==> src/rtl/pipe_ctrl_pkg.sv <==
// Shared types and default sizes for the pipeline stall/flush controller.
// Imported by pipeline_controller and its sub-modules.
package pipe_ctrl_pkg;

  typedef enum logic [1:0] {
    PC_IDLE,
    PC_FLUSH,
    PC_DRAIN,
    PC_HALTED
  } pipe_ctrl_state_e;

  localparam int unsigned NumStagesDefault   = 4;
  localparam int unsigned FlushCyclesDefault = 1;
  localparam int unsigned CntWidthDefault    = 32;

endpackage

==> src/rtl/pipe_stall_chain.sv <==
// Combinational suffix-OR back-pressure network: a stall at stage i freezes every
// stage upstream of it (lower index), with zero latency.
module pipe_stall_chain #(
  parameter int unsigned NUM_STAGES = 4
) (
  input  logic [NUM_STAGES-1:0] stall_req_i,
  output logic [NUM_STAGES-1:0] chain_o
);

  always_comb begin
    logic acc;
    acc     = 1'b0;
    chain_o = '0;
    for (int i = NUM_STAGES - 1; i >= 0; i--) begin
      acc        = acc | stall_req_i[i];
      chain_o[i] = acc;
    end
  end

endmodule

==> src/rtl/pipeline_controller.sv <==
// Stall/flush sequencer for a linear pipeline: back-pressure, timed masked flushes
// and a halt/drain handshake. Optional stall counter under PIPE_CTRL_PERF_EN.
module pipeline_controller
  import pipe_ctrl_pkg::*;
#(
  parameter int unsigned NUM_STAGES   = NumStagesDefault,
  parameter int unsigned FLUSH_CYCLES = FlushCyclesDefault,
  parameter int unsigned CNT_WIDTH    = CntWidthDefault
) (
  input  logic                  clk_i,
  input  logic                  rst_ni,
  input  logic [NUM_STAGES-1:0] stall_req_i,
  input  logic [NUM_STAGES-1:0] stage_valid_i,
  input  logic                  flush_req_i,
  input  logic [NUM_STAGES-1:0] flush_mask_i,
  output logic                  flush_ack_o,
  input  logic                  halt_req_i,
  output logic                  halt_ack_o,
  output logic [NUM_STAGES-1:0] stall_o,
  output logic [NUM_STAGES-1:0] flush_o,
  output logic                  busy_o,
  input  logic                  perf_clear_i,
  output logic [CNT_WIDTH-1:0]  stall_cycles_o
);

  localparam int unsigned FcW = (FLUSH_CYCLES > 1) ? $clog2(FLUSH_CYCLES) : 1;
  localparam logic [FcW-1:0] FcLoad = FcW'(FLUSH_CYCLES - 1);

  logic [NUM_STAGES-1:0] chain;

  pipe_stall_chain #(
    .NUM_STAGES(NUM_STAGES)
  ) u_stall_chain (
    .stall_req_i(stall_req_i),
    .chain_o    (chain)
  );

  pipe_ctrl_state_e      state_q, state_d;
  logic [FcW-1:0]        fcnt_q, fcnt_d;
  logic [NUM_STAGES-1:0] mask_q, mask_d;
  logic                  start_flush;
  logic                  empty;

  assign empty = ~|stage_valid_i;

  always_comb begin
    state_d     = state_q;
    fcnt_d      = fcnt_q;
    mask_d      = mask_q;
    start_flush = 1'b0;
    unique case (state_q)
      PC_IDLE: begin
        if (flush_req_i)     start_flush = 1'b1;
        else if (halt_req_i) state_d = PC_DRAIN;
      end
      PC_FLUSH: begin
        if (fcnt_q == '0) state_d = halt_req_i ? PC_DRAIN : PC_IDLE;
        else              fcnt_d  = fcnt_q - FcW'(1);
      end
      PC_DRAIN: begin
        if (flush_req_i)      start_flush = 1'b1;
        else if (!halt_req_i) state_d = PC_IDLE;
        else if (empty)       state_d = PC_HALTED;
      end
      PC_HALTED: begin
        if (flush_req_i)      start_flush = 1'b1;
        else if (!halt_req_i) state_d = PC_IDLE;
      end
      default: state_d = PC_IDLE;
    endcase
    if (start_flush) begin
      state_d = PC_FLUSH;
      fcnt_d  = FcLoad;
      mask_d  = flush_mask_i;
    end
  end

  // Outputs are registered from the next-state decode, so they track state_q exactly.
  always_ff @(posedge clk_i or negedge rst_ni) begin
    if (!rst_ni) begin
      state_q     <= PC_IDLE;
      fcnt_q      <= '0;
      mask_q      <= '0;
      flush_o     <= '0;
      flush_ack_o <= 1'b0;
      halt_ack_o  <= 1'b0;
      busy_o      <= 1'b0;
    end else begin
      state_q     <= state_d;
      fcnt_q      <= fcnt_d;
      mask_q      <= mask_d;
      flush_o     <= (state_d == PC_FLUSH) ? mask_d : '0;
      flush_ack_o <= (state_d == PC_FLUSH) && (fcnt_d == '0);
      halt_ack_o  <= (state_d == PC_HALTED);
      busy_o      <= (state_d != PC_IDLE);
    end
  end

  always_comb begin
    stall_o = '1;
    case (state_q)
      PC_IDLE:  stall_o = chain;
      PC_DRAIN: begin
        stall_o    = chain;
        stall_o[0] = 1'b1;
      end
      default:  stall_o = '1;
    endcase
  end

`ifdef PIPE_CTRL_PERF_EN
  logic [CNT_WIDTH-1:0] perf_q;

  always_ff @(posedge clk_i or negedge rst_ni) begin
    if (!rst_ni) begin
      perf_q <= '0;
    end else if (perf_clear_i) begin
      perf_q <= '0;
    end else if (stall_o[0] && (perf_q != '1)) begin
      perf_q <= perf_q + CNT_WIDTH'(1);
    end
  end

  assign stall_cycles_o = perf_q;
`else
  logic unused_perf_clear;
  assign unused_perf_clear = perf_clear_i;
  assign stall_cycles_o    = '0;
`endif

endmodule

==> config.mk <==
export PLATFORM = sky130hd
export DESIGN_NAME = pipeline_controller
export DESIGN_NICKNAME = d
export VERILOG_FILES = /design/src/rtl/pipe_ctrl_pkg.sv /design/src/rtl/pipe_stall_chain.sv /design/src/rtl/pipeline_controller.sv
export SDC_FILE = /design/constraint.sdc
export NUM_CORES = 1
export LEC_CHECK = 0
export ABC_AREA = 1
export ABC_CLOCK_PERIOD_IN_PS = 1200
export BUFFER_PORTS_ARGS = -buffer_cell sky130_fd_sc_hd__buf_4
export CELL_PAD_IN_SITES_DETAIL_PLACEMENT = 1
export CELL_PAD_IN_SITES_GLOBAL_PLACEMENT = 2
export CORE_MARGIN = 5
export CORE_UTILIZATION = 19
export CTS_CLUSTER_DIAMETER = 30
export DETAILED_ROUTE_END_ITERATION = 8
export HOLD_SLACK_MARGIN = 0.08
export PLACE_DENSITY = 0.83
export SYNTH_ARGS = -nofsm -noshare
export SYNTH_HDL_FRONTEND = slang
export SYNTH_SLANG_ARGS = --single-unit
export TNS_END_PERCENT = 5
==> constraint.sdc <==
create_clock -name clk_i -period 1.2 [get_ports clk_i]
set_clock_uncertainty 0.05 [all_clocks]
set_input_delay 0.12 -clock clk_i [delete_from_list [all_inputs] [get_ports clk_i]]
set_output_delay 0.12 -clock clk_i [all_outputs]
set_load 0.02 [all_outputs]
Word-level counts from Yosys, hierarchy flattened

Cells that the tools add are included.

Flip-flop bits (word level): 14
Input bits: 17
Output and inout port bits: 43

$add $sub $neg: 1
Equal/unequal tests: 5
Multiplexer cells: 19
Bitwise gates (word level): 4
Reductions and logical operators: 5

Operators by type and width:

| operator                                                        | count |
|---|---|
| 2-bit 2-to-1 mux                                                | 10 |
| 4-bit 2-to-1 mux                                                | 2 |
| 2-bit one-hot mux with 4 select lines                           | 1 |
| 4-bit one-hot mux with 2 select lines                           | 1 |
| 2-bit == test, second input constant                            | 3 |
| 1-bit 2-to-1 mux                                                | 5 |
| 2-bit by 1-bit == test with 1-bit output, second input constant | 2 |
| 4-bit OR reduction                                              | 1 |
| 1-bit bitwise OR                                                | 3 |
| 3-bit OR reduction                                              | 1 |
| 2-bit zero test                                                 | 1 |
| 2-bit nonzero test                                              | 1 |
| 1-bit logical AND                                               | 1 |
| 1-bit NOT                                                       | 1 |
| 1-bit subtractor, second input constant                         | 1 |

Depth between registers and ports, before layout

Depth after elaboration: 8
Mapped depth: 8
Depth with buffers taken out: 8

By module

A second synthesis with hierarchy kept.

Cell total of the unflattened synthesis: 114
Area total of the unflattened synthesis: 902.1 sq um

By module, submodules not included:

| module              | instances | cells an instance | area an instance (sq um) |
|---|---|---|---|
| pipeline_controller | 1         | 107               | 868.3 |
| pipe_stall_chain    | 1         | 7                 | 33.8 |

Worst setup path before layout

OpenSTA, ideal clock, no wires.

Path type: reg2out
Start: register state_q[0]
End: output stall_o[1]
Arrival: 1,005 ps
Required time: 1,030 ps
Setup slack: 25 ps
Stages on the path, launching flop included: 4
Buffers on the path: 0
Cell sequence: dfrtp_1 -> inv_2 -> nand2_1 -> or2_2

Longest elaborated chain between the ends: 2
Elaborated cells between the ends (all ways): 3

Ends and longest elaborated chain:

| what                                                    | RTL line                   | source |
|---|---|---|
| start, declared                                         | pipeline_controller.sv:38  | `pipe_ctrl_state_e state_q, state_d;` |
| start signal, assigned                                  | pipeline_controller.sv:89  | `state_q <= state_d;` |
| 2-bit == test / 2-bit zero test (equally long branches) | pipeline_controller.sv:101 | `case (state_q)` |
| 4-bit one-hot mux with 2 select lines *                 | pipeline_controller.sv:101 |  |
| end, declared                                           | pipeline_controller.sv:19  | `output logic [NUM_STAGES-1:0] stall_o,` |

Mark *: on every way between the ends. The rest lies on a longest branch, timed or not.

Final worst setup path

Start: register state_q[0]
End: output stall_o[0]

The elaborated chain is that of the path after synthesis.

==> out/qor.csv <==
metric,value,unit
viasPerCell,3.41,
synth_area_per_cell,8.14,um2
avgRoutedWirePerCell,10.0,um
pwr-share-comb,52.3,%
p_sw,967,uW
dp.cells,191,
fp.dieW,78.7,um
setup_viol,15,
rsz0062_at_grt,true,
syn_inst,110,
finalPower,2.51,mW
fin_nets,171,
fillerInstances,551,
synth_edf_count,0,
cts-root-buf,clkbuf_8,
max-cap-violations,0,
vias,705,
synthArstFlopShare,100,%
critPathKind,reg -> out,
grt_max_degree,15,
setup_tns,-1500,ps
port_buffers,26,
p_sw_share,38.6,%
place.detailed.hpwl,1450,um
cts_tree,yes,
dp_worst_setup_slack,-75.3,ps
fin_crit,1340,ps
synth_cell_types,19,
drt_iter0_drc,33,
power.share.sequential,29.3,%
fmax,745,MHz
clkLatencyLatePin,250,ps
dominantRegCellSynth,dfrtp_1,
required,1030,ps
power.internal,1.54,mW
final_util,28.8,%
start_util,19.2,%
drive_above_1_share,37.9,%
gp_congestion,0.637,
antenna_found_initial,0,
track_usage,6.73,%
crit_fanout,3,
syn_area,896,um2
grt-ovfl-total,0,
core_region_area,0.00466,mm2
final_max_slew_viol_count,0,
die_area,0.00619,mm2
clkSinkCount,14,
ys_seq_area_share,39.1,%
cts_buffer_depth,2,
startpoint_type,register,
htreeDepth,1,
power.leakage,0.726,nW
die_h,78.7,um
grt_pass1_wl,3190,um
hold_violations,0,
drt-pass1-iter-count,2,
rows,25,
layout_common_cells,"conb_1 (32), buf_4 (25), inv_1 (18)",
drc,0,
io_pins,60,
grt_pass1_vias,738,
drtAntennaViolNets,0,
clkTransAtPathRegs,60,ps
syn2layout_area_growth,49.6,%
cts_buffers,3,
fin_cells,207,
crit_arrival,1170,ps
synth-seq-cells,14,
end_kind,output port,
worst_slack,-142,ps
violations,negative setup slack,
place_area,0.00106,mm2
irDropWorstVdd,0.406,mV
final_cell_area,0.00134,mm2
whs,206,ps
antenna_cells,0,
period_share,112,%
mostFrequentLayoutCell,conb_1,
yosysWarnings,0,
hold_path.class,in -> async,
drt-total-wl,2070,um
powerDensity,1870,mW/mm2
clock_power_share,18.5,%
status,"finished, violations left",
[layout make-up]
| type | count | area (um2) | share of cell area (%) |
|---|---|---|---|
| clock buffers | 4 | 55.1 | 4.11 |
| inverters | 19 | 71.3 | 5.32 |
| multi-input cells | 75 | 409 | 30.5 |
| flip-flops and latches | 14 | 352 | 26.2 |
| well taps | 54 | 67.6 | 5.04 |
| repair buffers | 41 | 385 | 28.8 |
[layer usage]
metal / vias up / GRT usage [%] / part of all wire, % / wire (um)
met4: 0 / 5.24 / 3.1 / 65
li1: 347 / - / - / -
met2: 34 / 12.5 / 56 / 1160
met5: - / 0 / 0 / 0
met1: 319 / 6.36 / 33 / 675
met3: 5 / 1.38 / 8.1 / 167
[critical path, cell delays in order (launching register included)]
cell and delay (ps):
dfrtp_1 420, buf_6 140, nor2_4 80, buf_6 100
nand3_2 50, buf_6 140
[state kept, by name, indices dropped and copies added, names as in the netlist]
| name | count |
|---|---|
| fcnt_q | 1 |
| mask_q | 4 |
| halt_ack_o | 1 |
| flush_ack_o | 1 |
| busy_o | 1 |
| state_q | 2 |
| flush_o | 4 |
[logic make-up after synthesis]
| family | share of synthesized area [%] |
|---|---|
| other cells | 0.419 |
| simple gates | 20.7 |
| buf+inv | 36.0 |
| compound gates | 3.77 |
| flops | 39.1 |
[power by group through the flow]
stage	logic, mW	clock network [mW]	registers (mW)
finish	1.31	0.463	0.733
global route	1.42	0.499	0.750
global placement	0.943	0	0.726
detailed placement	0.956	0	0.732
floorplan	0.562	0	0.838
CTS	1.25	0.471	0.735
[cells in the mapped netlist (2+ instances only)]
master   instances  share of area [%]
o21ai_0          4                2.2
dfrtp_1         14                 39
nand2_1         15                6.3
nand3_1          4                2.2
nor2_2           2                1.4
nor2_1           9                3.8
inv_1           18                7.5
buf_4           32                 27
or2_2            2                1.4
[worst paths after layout]
check                                 start    endpoint  slack, ps  cells past startpoint
worst min-delay path                 rst_ni  flush_o[2]        210                      2
min in group clk_i              flush_req_i  state_q[0]        250                      4
worst max-delay path             state_q[0]  stall_o[0]       -140                      5
max in group asynchronous            rst_ni  state_q[1]        710                      2
worst max register to register   state_q[0]  flush_o[3]       -130                      9
worst min register to register       fcnt_q      fcnt_q        490                      2
[what timing repair did]
action	in CTS	in global routing
cloned	1	0
gates resized for setup	23	7
pin swaps	6	6
setup endpoints to repair	13	17
hold endpoints to repair	19	0
setup buffers	5	0
hold buffers	6	0
Note: power is estimated with default switching activity, not from simulation.
